**config.mk**
```make
export PLATFORM = sky130hd
export DESIGN_NAME = fractal_pixel_scheduler
export DESIGN_NICKNAME = d
export VERILOG_FILES = /design/src/rtl/fractal_pixel_scheduler.sv
export SDC_FILE = /design/constraint.sdc
export NUM_CORES = 1
export LEC_CHECK = 0
export ABC_AREA = 1
export BUFFER_PORTS_ARGS = -buffer_cell sky130_fd_sc_hd__buf_2
export CORE_MARGIN = 2
export CORE_UTILIZATION = 42
export DETAILED_ROUTE_END_ITERATION = 6
export SLEW_MARGIN = 20
export SYNTH_ARGS = -nofsm -noshare
export SYNTH_HDL_FRONTEND = slang
export SYNTH_SLANG_ARGS = --single-unit
```
**constraint.sdc**
```tcl
create_clock -name out_stream_aclk -period 3.1 [get_ports out_stream_aclk]
set_clock_uncertainty 0.15 [all_clocks]
set_input_delay 0.155 -clock out_stream_aclk [delete_from_list [all_inputs] [get_ports out_stream_aclk]]
set_output_delay 0.155 -clock out_stream_aclk [all_outputs]
set_load 0.02 [all_outputs]
```
**src/rtl/fractal_pixel_scheduler.sv**
```systemverilog
// Frame sequencer for the fractal engines: raster dispatch to NUM_UNITS engines in round-robin
// order, in-order result collection, and a ready/valid pixel stream with SOF/EOL flags.
module fractal_pixel_scheduler #(
    parameter int unsigned NUM_UNITS = 4,
    parameter int unsigned UNIT_W    = 4,
    parameter int unsigned RES_W     = 8
) (
    input  logic                         out_stream_aclk,
    input  logic                         periph_reset,
    input  logic [9:0]                   cfg_width,
    input  logic [8:0]                   cfg_height,
    input  logic                         cfg_continuous,
    input  logic                         start,
    input  logic                         abort,
    output logic                         busy,
    output logic                         frame_done,
    output logic [NUM_UNITS-1:0]         unit_req_valid,
    input  logic [NUM_UNITS-1:0]         unit_req_ready,
    output logic [9:0]                   unit_req_x,
    output logic [8:0]                   unit_req_y,
    input  logic [NUM_UNITS-1:0]         unit_res_valid,
    output logic [NUM_UNITS-1:0]         unit_res_ready,
    input  logic [NUM_UNITS*RES_W-1:0]   unit_res_data,
    output logic [RES_W-1:0]             pix_data,
    output logic                         pix_valid,
    input  logic                         pix_ready,
    output logic                         pix_sof,
    output logic                         pix_eol
);

    localparam int unsigned PendW = $clog2(NUM_UNITS + 1);
    localparam logic [UNIT_W-1:0] LastUnit = UNIT_W'(NUM_UNITS - 1);
    localparam logic [PendW-1:0] MaxPend = PendW'(NUM_UNITS);

    typedef enum logic [1:0] {
        StIdle,
        StRun,
        StDrain
    } state_e;

    state_e             state_q;
    logic [9:0]         w_q;
    logic [8:0]         h_q;
    logic               cont_q;
    logic [9:0]         dx_q;
    logic [8:0]         dy_q;
    logic               disp_done_q;
    logic [9:0]         ox_q;
    logic [8:0]         oy_q;
    logic [UNIT_W-1:0]  d_ptr_q;
    logic [UNIT_W-1:0]  c_ptr_q;
    logic [PendW-1:0]   pending_q;
    logic [PendW-1:0]   pending_d;
    logic [RES_W-1:0]   pix_data_q;
    logic               pix_valid_q;
    logic               pix_sof_q;
    logic               pix_eol_q;
    logic               pix_last_q;
    logic               frame_done_q;

    logic               req_active;
    logic               req_fire;
    logic               res_open;
    logic               res_fire;
    logic               sel_req_ready;
    logic               sel_res_valid;
    logic [RES_W-1:0]   sel_res_data;
    logic               start_ok;
    logic               relatch_ok;
    logic               frame_end;

    always_comb begin
        sel_req_ready = 1'b0;
        sel_res_valid = 1'b0;
        sel_res_data  = '0;
        for (int k = 0; k < NUM_UNITS; k++) begin
            if (d_ptr_q == UNIT_W'(k)) begin
                sel_req_ready = unit_req_ready[k];
            end
            if (c_ptr_q == UNIT_W'(k)) begin
                sel_res_valid = unit_res_valid[k];
                sel_res_data  = unit_res_data[k*RES_W +: RES_W];
            end
        end
    end

    always_comb begin
        // Dispatch stalls once every engine holds an uncollected job.
        req_active = (state_q == StRun) && !disp_done_q && !abort && (pending_q != MaxPend);
        req_fire   = req_active && sel_req_ready;
        res_open   = (state_q != StIdle) &&
                     (!pix_valid_q || pix_ready || (state_q == StDrain));
        res_fire   = res_open && sel_res_valid;
        pending_d  = pending_q + PendW'(req_fire) - PendW'(res_fire);
        start_ok   = start && (cfg_width != 10'd0) && (cfg_height != 9'd0);
        relatch_ok = cont_q && (cfg_width != 10'd0) && (cfg_height != 9'd0);
        frame_end  = (state_q == StRun) && pix_valid_q && pix_ready && pix_last_q && !abort;
    end

    always_comb begin
        unit_req_valid = '0;
        unit_res_ready = '0;
        for (int k = 0; k < NUM_UNITS; k++) begin
            unit_req_valid[k] = req_active && (d_ptr_q == UNIT_W'(k));
            unit_res_ready[k] = res_open && (c_ptr_q == UNIT_W'(k));
        end
    end

    assign unit_req_x = dx_q;
    assign unit_req_y = dy_q;
    assign busy       = (state_q != StIdle);
    assign frame_done = frame_done_q;
    assign pix_data   = pix_data_q;
    assign pix_valid  = pix_valid_q;
    assign pix_sof    = pix_sof_q;
    assign pix_eol    = pix_eol_q;

    always_ff @(posedge out_stream_aclk) begin
        if (periph_reset) begin
            state_q      <= StIdle;
            w_q          <= '0;
            h_q          <= '0;
            cont_q       <= 1'b0;
            dx_q         <= '0;
            dy_q         <= '0;
            disp_done_q  <= 1'b0;
            ox_q         <= '0;
            oy_q         <= '0;
            d_ptr_q      <= '0;
            c_ptr_q      <= '0;
            pending_q    <= '0;
            pix_data_q   <= '0;
            pix_valid_q  <= 1'b0;
            pix_sof_q    <= 1'b0;
            pix_eol_q    <= 1'b0;
            pix_last_q   <= 1'b0;
            frame_done_q <= 1'b0;
        end else begin
            frame_done_q <= 1'b0;
            pending_q    <= pending_d;

            if (req_fire) begin
                d_ptr_q <= (d_ptr_q == LastUnit) ? '0 : d_ptr_q + UNIT_W'(1);
                if (dx_q == w_q - 10'd1) begin
                    dx_q <= '0;
                    if (dy_q == h_q - 9'd1) begin
                        disp_done_q <= 1'b1;
                    end else begin
                        dy_q <= dy_q + 9'd1;
                    end
                end else begin
                    dx_q <= dx_q + 10'd1;
                end
            end

            if (res_fire) begin
                c_ptr_q <= (c_ptr_q == LastUnit) ? '0 : c_ptr_q + UNIT_W'(1);
            end

            unique case (state_q)
                StIdle: begin
                    if (start_ok) begin
                        state_q     <= StRun;
                        w_q         <= cfg_width;
                        h_q         <= cfg_height;
                        cont_q      <= cfg_continuous;
                        dx_q        <= '0;
                        dy_q        <= '0;
                        disp_done_q <= 1'b0;
                        ox_q        <= '0;
                        oy_q        <= '0;
                        d_ptr_q     <= '0;
                        c_ptr_q     <= '0;
                        pending_q   <= '0;
                    end
                end
                StRun: begin
                    if (abort) begin
                        // Anything collected from here on is dropped in StDrain.
                        state_q     <= StDrain;
                        pix_valid_q <= 1'b0;
                    end else if (frame_end) begin
                        frame_done_q <= 1'b1;
                        pix_valid_q  <= 1'b0;
                        if (relatch_ok) begin
                            w_q         <= cfg_width;
                            h_q         <= cfg_height;
                            cont_q      <= cfg_continuous;
                            dx_q        <= '0;
                            dy_q        <= '0;
                            disp_done_q <= 1'b0;
                            ox_q        <= '0;
                            oy_q        <= '0;
                            d_ptr_q     <= '0;
                            c_ptr_q     <= '0;
                            pending_q   <= '0;
                        end else begin
                            state_q <= StIdle;
                        end
                    end else if (res_fire) begin
                        pix_data_q  <= sel_res_data;
                        pix_valid_q <= 1'b1;
                        pix_sof_q   <= (ox_q == 10'd0) && (oy_q == 9'd0);
                        pix_eol_q   <= (ox_q == w_q - 10'd1);
                        pix_last_q  <= (ox_q == w_q - 10'd1) && (oy_q == h_q - 9'd1);
                        if (ox_q == w_q - 10'd1) begin
                            ox_q <= '0;
                            oy_q <= (oy_q == h_q - 9'd1) ? '0 : oy_q + 9'd1;
                        end else begin
                            ox_q <= ox_q + 10'd1;
                        end
                    end else if (pix_ready) begin
                        pix_valid_q <= 1'b0;
                    end
                end
                StDrain: begin
                    if (pending_q == '0) begin
                        state_q <= StIdle;
                    end
                end
                default: begin
                    state_q <= StIdle;
                end
            endcase
        end
    end

endmodule

```
**Word level (Yosys, flattened, before mapping)**

Cells that the tools add are included.

- Word-level logic and storage cells: 196
- Register bits: 85

- Multiplexer cells: 95
- Equality and inequality tests: 23
- $add $sub $neg: 10
- Bitwise logic cells: 3
- Reduce and logical (&&, ||, !) cells: 47

Operators with widths:

| kind | number |
|---|---|
| $mux W9 | 18 |
| $mux W10 | 16 |
| $pmux W10 S2 | 3 |
| $pmux W9 S2 | 3 |
| $mux W4 | 12 |
| $mux W8 | 4 |
| $logic_and A1 B1 Y1 | 24 |
| $mux W1 | 24 |
| $add A10 B1 Y10 const B | 2 |
| $eq A10 B10 Y1 | 2 |
| $add A9 B1 Y9 const B | 2 |
| $eq A9 B9 Y1 | 2 |
| $eq A4 B2 Y1 const B | 4 |
| $pmux W4 S2 | 2 |
| $ne A3 B3 Y1 const B | 5 |
| $mux W3 | 4 |
| $logic_not A10 Y1 | 1 |
| $mux W2 | 5 |
| $reduce_and A5 Y1 | 2 |
| $reduce_bool A10 Y1 | 1 |
| $sub A10 B1 Y10 const B | 1 |
| $logic_not A9 Y1 | 1 |
| $reduce_bool A9 Y1 | 1 |
| $sub A9 B1 Y9 const B | 1 |
| 24 further kinds | 38 |

**Depth between registers and ports, before layout**

Gate-level depths: netlist of the first run.

- Depth in word-level cells: 12
- Mapped depth: 19
- Mapped depth without buffers: 17

**Worst setup path after synthesis of the first run**

No wires, ideal clock.

- Path kind: reg-to-reg
- Start: register c_ptr_q[0]
- End: register pending_q[2]
- Path slack: 492 ps
- Period minus slack after synthesis: 2,608 ps
- Buffers on the path: 0
- Data arrival time: 2,342 ps
- Required time: 2,834 ps
- Stages on the path, launching flop included: 15
- Library setup time: 116 ps
- Cells stage by stage: dfxtp_1 ha_1 nand2_1 nor2_4 inv_1 nor2_2 nand2_1 nand2_2 ha_1 inv_1 ha_1 inv_1 fa_1 xor2_1 nor2_1

- Longest elaborated chain between the ends: 11

Ends and longest elaborated chain:

| what | line | RTL |
|---|---|---|
| start, declared | 51 | `logic [UNIT_W-1:0] c_ptr_q;` |
| start signal, assigned | 157 | `c_ptr_q <= (c_ptr_q == LastUnit) ? '0 : c_ptr_q + UNIT_W'(1);` |
| $logic_not A4 Y1 | 80 | `if (c_ptr_q == UNIT_W'(k)) begin` |
| $mux W1 (3 in a row) | 80 |  |
| $mux W1 (*) | 80 |  |
| $logic_and A1 B1 Y1 (*) | 93 | `res_fire = res_open && sel_res_valid;` |
| $sub A3 B1 Y3 (*) | 94 | `pending_d = pending_q + PendW'(req_fire) - PendW'(res_fire);` |
| $mux W3 | 185 | `if (relatch_ok) begin` |
| $mux W3 | 182 | `end else if (frame_end) begin` |
| $mux W3 | 178 | `if (abort) begin` |
| $pmux W3 S2 (*) | 160 | `unique case (state_q)` |
| end signal, assigned | 140 | `pending_q <= pending_d;` |
| end, declared | 52 | `logic [PendW-1:0] pending_q;` |

Mark *: on every way between the ends. The rest lies on a longest branch, timed or not.
A chain may end at the register's enable or synchronous reset.

**Final worst setup path of the first run**

- Start: register c_ptr_q[1]
- End: register pending_q[2]

Same word-level chain as after synthesis.

==> impl_metrics.env, run 1 <==
export IMPL_areaGrowthSynthToFinish_pct=22.19
export IMPL_clkTransAtPathRegs_ns=0.06
export IMPL_insertedDiodeCount=0
export IMPL_final_nets=1087
export IMPL_start_util_pct=42.58
export IMPL_worstMarginPinSlew_ns=0.7655
export IMPL_r2r_start="c_ptr_q[1]"
export IMPL_cts_sinks=85
export IMPL_cts_root_buf="clkbuf_16"
export IMPL_antenna_found_initial=0
export IMPL_ir_drop_mv=0.2716
export IMPL_coreArea_um2=13090
export IMPL_synth_top_family_by_area="simple AND/OR/NAND/NOR gates"
export IMPL_via_per_inst=4.946
export IMPL_synthAdderAreaFrac_pct=4.402
export IMPL_htreeDepth=3
export IMPL_rows=42
export IMPL_drt_first_pass_iters=5
export IMPL_synth_top_cell_area_share_pct=30.54
export IMPL_fin_util_pct=52.03
export IMPL_netSwitchingPower_mw=1.048
export IMPL_io_pins=105
export IMPL_worst_setup_path_end_kind="register"
export IMPL_hpwl_mm=12.29
export IMPL_post_cts_buffers=0
export IMPL_synthArstFlopShare_pct=0
export IMPL_required_ns=3.19
export IMPL_reg2reg_slack_ns=0.41
export IMPL_whs_endpoint="h_q[8]"
export IMPL_finalWeightedCongestion=0.9224
export IMPL_grt_max_degree=40
export IMPL_total_power_mw=3.184
export IMPL_placed_area_um2=6290
export IMPL_die_area_um2=14200
export IMPL_cp_start_kind="register"
export IMPL_slew_violations=0
export IMPL_ys_seq_area_share_pct=30.54
export IMPL_ant_nets=0
export IMPL_slew_headroom_pct=48.91
export IMPL_status="finished, final reports clean"
export IMPL_vias=5856
export IMPL_hold_path_depth=3
export IMPL_syn_area_per_cell_um2=6.368
export IMPL_netlist_instances=875
export IMPL_r2r_cells=15
export IMPL_yosys_area_share_simple_pct=43.14
export IMPL_synth_compound_area_share_pct=9.903
export IMPL_tns_ns=0
export IMPL_synth_area_leaders="dfxtp_1, nand2_1, nand3_1, nor2_1, inv_1"
export IMPL_rsz0062_at_grt="false"
export IMPL_hold_viol=0
export IMPL_synth_edf_count=0
export IMPL_post_route_min_period_ns=2.686
export IMPL_cts_tree="built"
export IMPL_swShare_pct=32.92
export IMPL_overflow=0
export IMPL_track_usage_pct=22.62
export IMPL_setup_violations=0
export IMPL_clock_latency_ns=0.35
export IMPL_fmax_mhz=372.3
export IMPL_yosysWarnings=0
export IMPL_p_comb_share_pct=26.3
export IMPL_ys_types=41
export IMPL_hp_start="cfg_height[8]"
export IMPL_muxShareOfSynthArea_pct=0
export IMPL_fill_cells=1353
export IMPL_final_cell_area_um2=6808
export IMPL_avgRoutedWirePerCell_um=13.11
export IMPL_path_class="register to register"
export IMPL_cts_buffers=9
export IMPL_p_int_mw=2.136
export IMPL_critPathMaxFanout=9
export IMPL_yosys_top_cells_count="nand2_1, nor2_1, nand3_1"
export IMPL_yosys_cell_count_top_type="nand2_1"
export IMPL_die_x_um=119.2
export IMPL_portBuffers=104
export IMPL_ys_ff_latch=85
export IMPL_drive_gt1_share_pct=17.56
export IMPL_drt_iter0_drc=317
export IMPL_hold_buffers=21
export IMPL_synth_xor_area_share_pct=3.144
export IMPL_syn_num_nets=959
export IMPL_grt_pass1_wl_mm=25.99
export IMPL_hp_class="primary input to register"
export IMPL_post_cts_resize_count=0
export IMPL_wl_mm=15.53
export IMPL_arrival_ns=2.77
export IMPL_syn_area_um2=5572
export IMPL_synthFlopType="dfxtp_1"
export IMPL_remaining_drc_errors=0
export IMPL_synth_top_cell_by_area="dfxtp_1"
export IMPL_holdWs_ns=0.006447
export IMPL_r2r_end="pending_q[2]"
export IMPL_cts_buffer_depth=2
export IMPL_grt_pass1_vias=5362
export IMPL_die_height_um=119.2
export IMPL_seqPwrFrac_pct=37.5
export IMPL_post_route_period_util_pct=86.64
export IMPL_p_leak_nw=3.200
export IMPL_cap_violations=0
export IMPL_p_per_area_nw_per_um2=467.7
export IMPL_clkPwrFrac_pct=36.2
[power by group through the flow]
stage                     Combinational [mW]  Clock (mW)  Sequential, mW
after CTS                              0.836        1.18            1.19
after floorplan                        0.602           0            1.21
after global placement                 0.815           0            1.22
final                                  0.837        1.15            1.19
after global routing                   0.962        1.23            1.20
after detailed placement               0.813           0            1.22
[area by class of cell]
cell class / instances / area (um^2) / area share (%)
Timing Repair Buffer: 135 / 805.8 / 11.84
Sequential cell: 85 / 1702 / 25.00
Tap cell: 176 / 220.2 / 3.235
Multi-Input combinational cell: 667 / 3376 / 49.59
Inverter: 105 / 396.6 / 5.826
Clock buffer: 11 / 232.7 / 3.418
Clock inverter: 5 / 75.07 / 1.103
[routing by layer]
metal  GRT usage, %  wire (um)
met1          30.89       7535
met2          36.14       6986
met3          3.496        702
met4          8.259        302
met5              0          0
[through the flow]
stage,worst slack [ns],std cells
floorplan,0.4924,875
global placement,0.4579,1147
detailed placement,0.4154,1147
CTS,0.3963,1184
global route,0.1814,1184
finish,0.4142,1184
[worst max path at each step]
| stage | startpoint | end | cells past startpoint |
|---|---|---|---|
| floorplan | c_ptr_q[0] | pending_q[2] | 14 |
| global placement | c_ptr_q[1] | pending_q[2] | 15 |
| detailed placement | c_ptr_q[1] | pending_q[2] | 15 |
| CTS | c_ptr_q[1] | pending_q[2] | 15 |
| global route | w_q[0] | ox_q[0] | 14 |
| finish | c_ptr_q[1] | pending_q[2] | 15 |
[cell usage in the layout (no fill, tap or decap), types with 11 or more instances in the layout]
cell and count:
nor2_2 11, xor2_1 17, o21ai_0 43, nand2_2 13, dfxtp_1 85, nand2_1 219
nor3_1 17, dlygate4sd3_1 21, a21oi_1 35, buf_2 104, inv_1 96, nand4_1 18
ha_1 18, nor2_1 118, nand3_1 107
[logic make-up (layout without fill, tap and decap cells)]
kind of cell    count (synthesis)  after routing
simple gates                  527            527
buf+inv                       123            256
fa+ha+maj                      19             19
flops                          85             85
xor+xnor                       20             20
compound gates                101            101
[worst max-delay path, stage by stage (launching register included)]
cell,delay [ns]
dfxtp_1,0.38
inv_1,0.08
ha_1,0.18
inv_1,0.20
nor2_8,0.09
nand2_1,0.07
nand3_1,0.07
nand3_1,0.12
nand2_2,0.13
ha_1,0.31
inv_1,0.05
ha_1,0.13
inv_1,0.04
fa_1,0.37
xor2_1,0.16
nor2_1,0.06
[sequential cells by signal, summed over array words and instances (netlist names)]
signal / cells
d_ptr_q: 4
w_q: 10
pix_eol: 1
oy_q: 9
pix_last_q: 1
c_ptr_q: 4
disp_done_q: 1
cont_q: 1
unit_req_x: 10
pix_sof: 1
pix_data: 8
frame_done: 1
state_q: 2
h_q: 9
pending_q: 3
ox_q: 10
unit_req_y: 9
pix_valid: 1
No activity file was read; power rests on OpenSTA's default activity.
==> inputs of run 2 (changes only) <==
--- a/config.mk
+++ b/config.mk
@@ -10,7 +10,7 @@
 export CORE_MARGIN = 2
 export CORE_UTILIZATION = 42
 export DETAILED_ROUTE_END_ITERATION = 6
-export SLEW_MARGIN = 20
+export PLACE_DENSITY = 0.62
 export SYNTH_ARGS = -nofsm -noshare
 export SYNTH_HDL_FRONTEND = slang
 export SYNTH_SLANG_ARGS = --single-unit
==> run 2 against run 1 <==
Net effect:
- via count up 0.72%
- sequential share of layout area up 0.060 points
- die area unchanged
- critical path type unchanged
==> impl_metrics.env, run 2 (synthesized netlist as in run 1, its figures left out) <==
export IMPL_hp_class="primary input to register"
export IMPL_place_inst=1142
export IMPL_fill_cells=1361
export IMPL_finalWeightedCongestion=0.9066
export IMPL_portBuffers=104
export IMPL_hold_viol=0
export IMPL_clkTransAtPathRegs_ns=0.07
export IMPL_mostFrequentLayoutCell="nand2_1"
export IMPL_track_usage_pct=22.59
export IMPL_cp_slowest_cell="fa_1"
export IMPL_status="finished, final reports clean"
export IMPL_slew_headroom_pct=51.82
export IMPL_cts_buffer_depth=2
export IMPL_worst_setup_path_end_kind="register"
export IMPL_required_ns=3.23
export IMPL_slew_violations=0
export IMPL_clock_latency_ns=0.35
export IMPL_cp_slowest_stage_delay_ns=0.37
export IMPL_grt_pass1_vias=5309
export IMPL_cp_start_kind="register"
export IMPL_ir_drop_mv=0.2686
export IMPL_die_height_um=119.2
export IMPL_htreeDepth=3
export IMPL_drt_first_pass_iters=5
export IMPL_post_route_min_period_ns=2.745
export IMPL_remaining_drc_errors=0
export IMPL_fmax_mhz=364.3
export IMPL_avgRoutedWirePerCell_um=13.37
export IMPL_cts_sinks=85
export IMPL_die_area_um2=14200
export IMPL_via_per_inst=4.994
export IMPL_grt_pass1_wl_mm=25.78
export IMPL_arrival_ns=2.88
export IMPL_ant_nets=0
export IMPL_vias=5898
export IMPL_path_cells="inv_1, ha_1, nand2_2, or2_0, nand3_1, nand2_2, ha_1, inv_1, ha_1, inv_1, fa_1, xor2_1, nor2_1"
export IMPL_post_cts_buffers=0
export IMPL_grt_max_degree=40
export IMPL_rsz0062_at_grt="false"
export IMPL_coreArea_um2=13090
export IMPL_final_nets=1083
export IMPL_p_leak_nw=3.182
export IMPL_cts_tree="built"
export IMPL_areaGrowthSynthToFinish_pct=21.90
export IMPL_start_util_pct=42.58
export IMPL_post_cts_resize_count=0
export IMPL_path_class="register to register"
export IMPL_die_x_um=119.2
export IMPL_setup_violations=0
export IMPL_antenna_found_initial=1
export IMPL_drt_iter0_drc=391
export IMPL_cap_violations=0
export IMPL_io_pins=105
export IMPL_cts_root_buf="clkbuf_16"
export IMPL_wl_mm=15.79
export IMPL_critPathMaxFanout=19
export IMPL_cts_buffers=9
export IMPL_p_per_area_nw_per_um2=471.4
export IMPL_worstMarginPinSlew_ns=0.7219
export IMPL_hpwl_mm=12.48
export IMPL_drive_gt1_share_pct=17.23
export IMPL_fin_cells=1181
export IMPL_overflow=0
export IMPL_rows=42
export IMPL_post_route_period_util_pct=88.54
export IMPL_tns_ns=0
export IMPL_final_cell_mix="nand2_1, nor2_1, nand3_1, buf_2, inv_1"
## run 2: power by group
part,leakage [nW],switching [mW],total [mW],internal (mW)
logic,2.33,0.551,0.838,0.287
clock network,0.156,0.466,1.17,0.706
registers,0.691,0.0489,1.19,1.14
total,3.18,1.07,3.20,2.14
## run 2: through the flow
step           total power, mW  cell area (um^2)  hold slack [ns]  worst slack, ns  util (%)
6_report                 3.201              6792          0.01444           0.3551     51.90
5_1_grt                  3.386              6789          0.04727           0.1363     51.88
4_1_cts                  3.219              6789          0.01043           0.3583     51.88
3_5_place_dp             2.025              6252           0.2836           0.3768     47.78
3_3_place_gp             2.024              6252           0.2802           0.4297     47.78
2_1_floorplan            1.811              5572          0.08347           0.4924         -
## run 2: layout make-up
| cell class | instances | area, um^2 | share of cell area, % |
|---|---|---|---|
| Inverter | 105 | 396.6 | 5.840 |
| Tap cell | 176 | 220.2 | 3.242 |
| Multi-Input combinational cell | 667 | 3376 | 49.71 |
| Antenna cell | 1 | 2.502 | 0.03685 |
| Clock inverter | 6 | 87.58 | 1.290 |
| Clock buffer | 10 | 229.0 | 3.371 |
| Timing Repair Buffer | 131 | 778.2 | 11.46 |
| Sequential cell | 85 | 1702 | 25.06 |
## run 2: path summary, 6_finish.rpt
kind | endpoint | start | depth (start not counted) | slack, ns
worst max register to register | pending_q[2] | c_ptr_q[0] | 13 | 0.36
worst min-delay path | pix_data[6] | unit_res_data[22] | 3 | 0.01
worst min register to register | d_ptr_q[2] | d_ptr_q[2] | 2 | 0.29
worst max-delay path | pending_q[2] | c_ptr_q[0] | 13 | 0.36
## run 2: routing by layer
| metal | part of all wire [%] | track usage, % |
|---|---|---|
| met5 | 0 | 0 |
| met4 | 2.7 | 8.259 |
| met3 | 6.4 | 5.268 |
| met1 | 46 | 29.74 |
| met2 | 45 | 36.06 |
## run 2: critical path, delay by kind of cell (launching register included)
kind	cells	cell delay, ns
fa+ha+maj	4	0.98
simple gates	5	0.82
flops	1	0.34
buf+inv	3	0.21
xor+xnor	1	0.17
## run 2: timing repair
| action | CTS | global route |
|---|---|---|
| hold buffers | 22 | 0 |
| endpoints found under the hold margin | 23 | 0 |
| endpoints found under the setup margin | 0 | 0 |
==> inputs of run 3 (changes only) <==
--- a/config.mk
+++ b/config.mk
@@ -10,7 +10,7 @@
 export CORE_MARGIN = 2
 export CORE_UTILIZATION = 42
 export DETAILED_ROUTE_END_ITERATION = 6
-export PLACE_DENSITY = 0.62
+export PLACE_DENSITY = 0.75
 export SYNTH_ARGS = -nofsm -noshare
 export SYNTH_HDL_FRONTEND = slang
 export SYNTH_SLANG_ARGS = --single-unit
==> constraint.sdc (replaced) <==
create_clock -name out_stream_aclk -period 3.2 [get_ports out_stream_aclk]
set_clock_uncertainty 0.15 [all_clocks]
set_input_delay 0.16 -clock out_stream_aclk [delete_from_list [all_inputs] [get_ports out_stream_aclk]]
set_output_delay 0.16 -clock out_stream_aclk [all_outputs]
set_load 0.02 [all_outputs]
==> run 3 against run 2 <==
Net effect:
- flip-flop and latch count stayed put
- cell count about the same
- non-clock buffer count rose by 1
- combinational power decreased by 3.1%
- hold slack got worse by 0.0014 ns
- clock-buffer cell count rose by 1
- maximum frequency shrank 2.9%
- utilization decreased by 0.057 points
- design area decreased by 0.11%
- critical endpoint is now pix_data[6]
- largest cell class unchanged
- via count up 1.6%
==> impl_metrics.env, run 3 (synthesized netlist as in run 1, its figures left out) <==
export IMPL_critPathMaxFanout=19
export IMPL_netSwitchingPower_mw=1.020
export IMPL_grt_max_degree=30
export IMPL_finalWeightedCongestion=1.002
export IMPL_ant_nets=0
export IMPL_post_route_min_period_ns=2.826
export IMPL_worstMarginPinSlew_ns=0.8761
export IMPL_clock_latency_ns=0.35
export IMPL_cp_num_buf_inv=3
export IMPL_die_x_um=119.2
export IMPL_via_per_inst=5.079
export IMPL_cts_tree="built"
export IMPL_p_leak_nw=3.184
export IMPL_path_class="register to register"
export IMPL_vias=5993
export IMPL_cp_start_kind="register"
export IMPL_slew_headroom_pct=41.53
export IMPL_fill_cells=1320
export IMPL_swShare_pct=33.03
export IMPL_slew_violations=0
export IMPL_multi_input_area_um2=3376
export IMPL_track_usage_pct=22.26
export IMPL_cts_sinks=85
export IMPL_cts_buffers=9
export IMPL_areaGrowthSynthToFinish_pct=21.76
export IMPL_hpwl_mm=11.83
export IMPL_path_cells="ha_1, nand2_1, nor2_4, inv_1, nor2_2, nand2_1, nand2_2, nand3_4, inv_4, o21ai_0, a31oi_1, dlygate4sd3_1"
export IMPL_cts_root_buf="clkbuf_16"
export IMPL_drt_iter0_drc=399
export IMPL_final_cell_mix="nand2_1, nor2_1, nand3_1, buf_2, inv_1"
export IMPL_cp_slowest_cell="dlygate4sd3_1"
export IMPL_cap_violations=0
export IMPL_arrival_ns=2.96
export IMPL_remaining_drc_errors=0
export IMPL_drt_first_pass_iters=7
export IMPL_clkTransAtPathRegs_ns=0.06
export IMPL_wl_mm=15.40
export IMPL_cts_buffer_depth=2
export IMPL_grt_pass1_wl_mm=25.72
export IMPL_tns_ns=0
export IMPL_grt_pass1_vias=5539
export IMPL_p_comb_share_pct=26.3
export IMPL_drive_gt1_share_pct=17.23
export IMPL_avgRoutedWirePerCell_um=13.05
export IMPL_die_area_um2=14200
export IMPL_path_common_cell="nand2_1"
export IMPL_htreeDepth=3
export IMPL_fin_util_pct=51.85
export IMPL_portBuffers=104
export IMPL_hold_viol=0
export IMPL_antenna_found_initial=0
export IMPL_clkPwrFrac_pct=36.3
export IMPL_ir_drop_mv=0.2645
export IMPL_regArea_um2=1702
export IMPL_worst_setup_path_end_kind="register"
export IMPL_fmax_mhz=353.9
export IMPL_required_ns=3.34
export IMPL_io_pins=105
export IMPL_rsz0062_at_grt="false"
export IMPL_p_per_area_nw_per_um2=455.4
export IMPL_die_height_um=119.2
export IMPL_coreArea_um2=13090
export IMPL_status="finished, final reports clean"
export IMPL_insertedDiodeCount=0
export IMPL_p_int_mw=2.069
export IMPL_seqPwrFrac_pct=37.5
export IMPL_post_route_period_util_pct=88.30
export IMPL_overflow=0
export IMPL_final_nets=1084
export IMPL_cp_slowest_stage_delay_ns=0.57
export IMPL_setup_violations=0
export IMPL_hp_class="primary input to register"
export IMPL_mostFrequentLayoutCell="nand2_1"
export IMPL_crit_family="buffers and inverters"
export IMPL_rows=42
export IMPL_start_util_pct=42.58
-- run 3: metrics by stage --
stage / hold WS [ns] / std cells / instance area, um^2 / setup slack, ns / power [mW]
finish: 0.01299 / 1180 / 6784 / 0.3744 / 3.090
detailed placement: 0.2831 / 1144 / 6267 / 0.4009 / 1.956
global route: 0.03504 / 1180 / 6784 / 0.1289 / 3.258
global placement: 0.2795 / 1144 / 6267 / 0.4198 / 1.947
floorplan: 0.08847 / 875 / 5572 / 0.5924 / 1.754
CTS: 0.003258 / 1180 / 6784 / 0.3814 / 3.087
-- run 3: cell type report --
class / count / area share [%]
Tap cell: 176 / 3.246
Multi-Input combinational cell: 667 / 49.76
Sequential cell: 85 / 25.08
Clock inverter: 4 / 1.088
Clock buffer: 11 / 3.430
Inverter: 105 / 5.847
Timing Repair Buffer: 132 / 11.55
-- run 3: path summary, 6_finish.rpt --
check	from	end	slack, ns	depth (start not counted)
worst min-delay path	unit_res_data[25]	pix_data[1]	0.01	3
worst max register to register	c_ptr_q[0]	pix_data[6]	0.37	12
worst max-delay path	c_ptr_q[0]	pix_data[6]	0.37	12
worst min register to register	d_ptr_q[2]	d_ptr_q[2]	0.29	2
-- run 3: power groups by stage --
stage	registers (mW)	clock network, mW	logic, mW
final	1.16	1.12	0.812
after global routing	1.16	1.17	0.925
after CTS	1.16	1.13	0.803
after detailed placement	1.18	0	0.777
after global placement	1.18	0	0.769
after floorplan	1.17	0	0.583
-- run 3: worst min-delay path, delay by kind of cell --
kind                   cells  cell delay [ns]
buffers and inverters      1             0.09
AO/OA/AOI/OAI              2             0.21
-- run 3: what timing repair did --
action | 4_1_cts | 5_1_grt
endpoints found under the hold margin | 21 | 0
resized for setup | 0 | 0
buffers inserted | 0 | 0
hold buffers | 21 | 0
-- run 3: per-layer routing --
layer  part of all wire (%)  routed length (um)  vias to the layer above  GRT usage (%)
met2                     47                7188                      163          37.28
li1                       -                   -                     3088              -
met1                     46                7034                     2715          28.30
met5                      0                   0                        -              0
met4                    2.3                 354                        0          9.003
met3                    5.3                 823                       27          3.927
